## config.mk

```make
export PLATFORM = sky130hd
export DESIGN_NAME = serial_frame_rx
export DESIGN_NICKNAME = d
export VERILOG_FILES = /design/src/rtl/serial_link_pkg.sv /design/src/rtl/serial_sync.sv /design/src/rtl/serial_frame_rx.sv
export SDC_FILE = /design/constraint.sdc
export NUM_CORES = 1
export LEC_CHECK = 0
export ABC_CLOCK_PERIOD_IN_PS = 2900
export CAP_MARGIN = 20
export CORE_UTILIZATION = 58
export CTS_BUF_LIST = sky130_fd_sc_hd__clkbuf_4 sky130_fd_sc_hd__clkbuf_8 sky130_fd_sc_hd__clkbuf_16
export DETAILED_ROUTE_END_ITERATION = 6
export PLACE_DENSITY = 0.86
export SETUP_SLACK_MARGIN = 0.02
export SYNTH_ARGS = -nofsm -noshare
export SYNTH_HDL_FRONTEND = slang
export SYNTH_SLANG_ARGS = --single-unit
```

## constraint.sdc

```tcl
create_clock -name clk_i -period 2.9 [get_ports clk_i]
set_input_delay 0.435 -clock clk_i [delete_from_list [all_inputs] [get_ports clk_i]]
set_output_delay 0.435 -clock clk_i [all_outputs]
set_load 0.01 [all_outputs]
```

## src/rtl/serial_link_pkg.sv

```systemverilog
// Shared definitions for both ends of the single-wire serial frame link:
// state encodings, line/parity constants and the frame-length helper.
package serial_link_pkg;

  localparam logic [2:0] ST_IDLE   = 3'd0;
  localparam logic [2:0] ST_START  = 3'd1;
  localparam logic [2:0] ST_DATA   = 3'd2;
  localparam logic [2:0] ST_PARITY = 3'd3;
  localparam logic [2:0] ST_STOP   = 3'd4;

  localparam logic LINE_IDLE   = 1'b1;
  // Parity bit plus data bits must XOR to this value (even parity).
  localparam logic PARITY_EVEN = 1'b0;

  function automatic int unsigned frame_bits(input int unsigned width, input bit parity_en);
    return width + 32'd2 + (parity_en ? 32'd1 : 32'd0);
  endfunction

endpackage

```

## src/rtl/serial_sync.sv

```systemverilog
// Two-flop synchronizer for an asynchronous single-bit input; both flops
// reset to RESET_VAL so the output starts at the line's idle level.
module serial_sync #(
  parameter logic RESET_VAL = 1'b1
) (
  input  logic clk,
  input  logic rst_n,
  input  logic d,
  output logic q
);

  logic meta;

  always_ff @(posedge clk or negedge rst_n) begin
    if (!rst_n) begin
      meta <= RESET_VAL;
      q    <= RESET_VAL;
    end else begin
      meta <= d;
      q    <= meta;
    end
  end

endmodule

```

## src/rtl/serial_frame_rx.sv

```systemverilog
// Serial frame receiver: start, WIDTH data bits LSB first, optional even
// parity (SERIAL_RX_PARITY_EN), stop; one-entry valid/ready output register.
module serial_frame_rx
  import serial_link_pkg::*;
#(
  parameter int WIDTH        = 8,
  parameter int CLKS_PER_BIT = 16
) (
  input  logic             clk_i,
  input  logic             rst_ni,
  input  logic             serial_i,
  output logic [WIDTH-1:0] data_o,
  output logic             valid_o,
  input  logic             ready_i,
  output logic             busy_o,
  output logic             frame_err_o,
`ifdef SERIAL_RX_PARITY_EN
  output logic             parity_err_o,
`endif
  output logic             overrun_o
);

  localparam int CW = $clog2(CLKS_PER_BIT);
  localparam int BW = (WIDTH > 1) ? $clog2(WIDTH) : 1;
  localparam logic [CW-1:0] HALF_LAST = CW'(CLKS_PER_BIT / 2 - 1);
  localparam logic [CW-1:0] FULL_LAST = CW'(CLKS_PER_BIT - 1);
  localparam logic [BW-1:0] BIT_LAST  = BW'(WIDTH - 1);

  logic             rx_line;
  logic             line_q;
  logic [2:0]       state;
  logic [CW-1:0]    cnt;
  logic [BW-1:0]    bit_cnt;
  logic [WIDTH-1:0] shift;
  logic             word_ok;
`ifdef SERIAL_RX_PARITY_EN
  logic             par_bad;
`endif

  serial_sync #(.RESET_VAL(LINE_IDLE)) u_sync (
    .clk   (clk_i),
    .rst_n (rst_ni),
    .d     (serial_i),
    .q     (rx_line)
  );

  assign busy_o = (state != ST_IDLE);

`ifdef SERIAL_RX_PARITY_EN
  assign word_ok = rx_line && !par_bad;
`else
  assign word_ok = rx_line;
`endif

  always_ff @(posedge clk_i or negedge rst_ni) begin
    if (!rst_ni) begin
      line_q      <= LINE_IDLE;
      state       <= ST_IDLE;
      cnt         <= '0;
      bit_cnt     <= '0;
      shift       <= '0;
      data_o      <= '0;
      valid_o     <= 1'b0;
      frame_err_o <= 1'b0;
      overrun_o   <= 1'b0;
`ifdef SERIAL_RX_PARITY_EN
      par_bad      <= 1'b0;
      parity_err_o <= 1'b0;
`endif
    end else begin
      line_q      <= rx_line;
      frame_err_o <= 1'b0;
      overrun_o   <= 1'b0;
`ifdef SERIAL_RX_PARITY_EN
      parity_err_o <= 1'b0;
`endif
      // Handshake retires the word; a load in the STOP branch overrides this.
      if (valid_o && ready_i) valid_o <= 1'b0;

      case (state)
        ST_IDLE: begin
          if (line_q && !rx_line) begin
            state <= ST_START;
            cnt   <= '0;
          end
        end
        ST_START: begin
          if (cnt == HALF_LAST) begin
            cnt     <= '0;
            bit_cnt <= '0;
            state   <= rx_line ? ST_IDLE : ST_DATA;
          end else begin
            cnt <= cnt + 1'b1;
          end
        end
        ST_DATA: begin
          if (cnt == FULL_LAST) begin
            cnt   <= '0;
            shift <= (shift >> 1) | (WIDTH'(rx_line) << (WIDTH - 1));
            if (bit_cnt == BIT_LAST) begin
`ifdef SERIAL_RX_PARITY_EN
              state <= ST_PARITY;
`else
              state <= ST_STOP;
`endif
            end else begin
              bit_cnt <= bit_cnt + 1'b1;
            end
          end else begin
            cnt <= cnt + 1'b1;
          end
        end
`ifdef SERIAL_RX_PARITY_EN
        ST_PARITY: begin
          if (cnt == FULL_LAST) begin
            cnt     <= '0;
            par_bad <= ((^shift) ^ rx_line) != PARITY_EVEN;
            state   <= ST_STOP;
          end else begin
            cnt <= cnt + 1'b1;
          end
        end
`endif
        ST_STOP: begin
          if (cnt == FULL_LAST) begin
            cnt         <= '0;
            state       <= ST_IDLE;
            frame_err_o <= !rx_line;
`ifdef SERIAL_RX_PARITY_EN
            parity_err_o <= par_bad;
`endif
            if (word_ok) begin
              if (!valid_o || ready_i) begin
                data_o  <= shift;
                valid_o <= 1'b1;
              end else begin
                overrun_o <= 1'b1;
              end
            end
          end else begin
            cnt <= cnt + 1'b1;
          end
        end
        default: state <= ST_IDLE;
      endcase
    end
  end

endmodule

```

==> impl_metrics.yaml <==
cells_and_area:
  syn_to_final_growth_pct: 16.1
  fin_nets: 133
  fill_cells: 131
  drive_gt1_share_pct: 26.8
  diodes: 0
  final_area_um2: 1680
floorplan:
  ioPinCount: 16
  rows: 17
  die_y_um: 52.0
  core_area_um2: 2280
  start_util_pct: 63.7
  die_x_um: 52.0
  die_area_um2: 2700
synthesis:
  yosysUniqueCellTypes: 35
  synth_edf_count: 0
  syn_nets: 114
  syn-cell-area_um2: 1450
  ys_seq_area_share_pct: 55.5
  synth_area_per_cell_um2: 13.5
  yosysWarnings: 0
  synth_flop_cell: "dfrtp_1"
  postSynthCellCount: 107
  async_reset_ff_share_pct: 100
  ys_ff_latch: 32
pwr:
  ir_drop_uv: 672
  power.density_nw_per_um2: 634
  p_leak_uw: 0.000851
clock_network:
  clk_latency_ps: 330
  htreeDepth: 2
  clk_path_buf_depth: 2
  numCtsBuffers: 5
  cts_tree: "done"
  clock_sinks: 32
  postCtsHoldBufs: 0
  root_buffer: "clkbuf_4"
  cts_resized: 0
  path_clk_slew_ps: 100
  post_cts_buffers: 0
sta:
  final.min_clock_period_ps: 2160
  worst_pin_slew_ps: 484
  finalHoldViolations: 0
  maxSlewHeadroom_pct: 67.7
  fmax_mhz: 463
  clock_skew_ps: 14.0
  setup_viol: 0
  fin_crit_sh_pct: 74.5
  whs_ps: 362
  rsz0062_at_grt: "false"
  slew_viol_final: 0
  finalSetupTns_ps: 0
setup_path:
  cp_slowest_stage_delay_ps: 530
  critical_path_class: "flop to output port"
  endpoint_kind: "output port"
  cp.depth: 2
  rr_worst_depth: 4
  crit_slowest_cell: "dfrtp_1"
  path_max_fanout: 13
  cp_top_family: "flip-flops"
  crit_buf_inv: 1
  crit_arrival_ps: 1730
  crit_chain: "or3_1 > clkdlybuf4s50_1"
  cp-start-kind: "flop"
  required_ps: 2470
drt:
  postRouteAntennaNets: 0
  wl_met2_um: 1070
  post_drt_wl_per_cell_um: 14.4
  wirelength_um: 2230
  dr_wl_met3_um: 88
  dr_total_vias: 853
  post_drt_via_cell_ratio: 5.50
  top_layer: "met4"
  drt_first_pass_iters: 4
  drt-initial-drc-count: 22
  met1Wirelength_um: 1040
  drc: 0
grt:
  overflow: 0
  grt_pass1_wl_um: 3730
  grt_max_degree: 33
  first_global_vias: 809
  grtUsageTotal_pct: 20.2
  antenna_found_initial: 0
min_path:
  min_path_cells: 0
  hold_class: "flop to flop"
placed_design:
  place_hpwl_um: 1580
  dpl_cell_area_um2: 1600
  io_buffers: 15
  place.gp.congestion: 0.713
outcome:
  status: "complete, no violations"
job:
  cap_viol_max_count: 0
-- per-stage QoR --
step / power [uW] / setup slack [ps] / cells / utilization, %
after global placement: 727 / 1120 / 147 / 70.4
after detailed placement: 740 / 1050 / 147 / 70.4
after CTS: 1080 / 723 / 155 / 73.9
after floorplan: 688 / 1250 / 107 / -
final: 1070 / 738 / 155 / 73.9
after global routing: 1130 / 664 / 155 / 73.9
-- cell usage after synthesis, types with 2 or more instances --
cell,number,share of area (%)
dfrtp_1,29,50
a22o_1,2,1.2
o21ai_0,5,1.7
or3_1,2,0.86
nor2_1,7,1.8
inv_1,2,0.52
a21oi_1,2,0.69
buf_6,3,2.3
mux2_4,16,17
ha_1,3,2.6
dfstp_2,3,5.4
nand2_1,6,1.6
a31oi_1,2,0.86
nand3_1,3,1.0
nand2b_1,2,0.86
-- worst reg2reg max path: cells and delay by family, from the launching register on --
family | cells | cell delay [ps]
simple gates | 2 | 750
mux | 1 | 380
fa+ha+maj | 1 | 250
flops | 1 | 400
-- cells in the final DEF, fill, tap and decap left out, drive strengths merged, types with 2 or more instances in the layout --
cell and count:
nand3 3, nor2 7, dfstp 3, mux2 17, and3 2, or3 2, dfrtp 29, clkbuf 6
a21oi 2, a31oi 2, a22o 2, o21ai 5, inv 2, ha 3, clkdlybuf4s50 15, nand2b 3
nand2 6
-- path summary, 6_finish.rpt --
check                                  from        end  slack (ps)
worst max-delay path               state[2]     busy_o         740
max in group asynchronous            rst_ni     line_q        2090
min in group asynchronous            rst_ni  data_o[0]         490
worst min register to register  u_sync.meta   u_sync.q         360
worst max register to register       cnt[0]   shift[6]        1030
worst min-delay path            u_sync.meta   u_sync.q         360
-- per-layer routing --
layer | track usage [%] | vias to the layer above
met1 | 26.6 | 408
met3 | 6.14 | 3
met5 | 0 | -
li1 | - | 417
met4 | 12.2 | 0
met2 | 29.1 | 25
-- cell type report --
type | instances | area, um^2 | share of cell area [%]
flip-flops and latches | 32 | 805 | 47.8
multi-input cells | 69 | 598 | 35.5
repair buffers | 16 | 158 | 9.37
clock buffers | 6 | 45.0 | 2.68
clock inverters | 2 | 35.0 | 2.08
well taps | 28 | 35.0 | 2.08
inverters | 2 | 7.51 | 0.446
-- cell families after synthesis --
kind of cell	synth area share [%]
flops	55.5
simple gates	13.0
mux	17.4
compound gates	7.17
buf+inv	3.19
fa+ha+maj	2.59
xor+xnor	1.21
-- power by group --
group	internal [uW]	switching (uW)	total, uW
clock	190	144	334
sequential	487	58.3	545
combinational	91.4	97.0	188
total	768	299	1070
-- registers in the layout, indices dropped and copies added, names as in the netlist --
register	flops
state	3
frame_err_o	1
line_q	1
overrun_o	1
bit_cnt	3
u_sync.q	1
valid_o	1
data_o	8
u_sync.meta	1
shift	8
cnt	4
No activity file was read; power rests on OpenSTA's default activity.
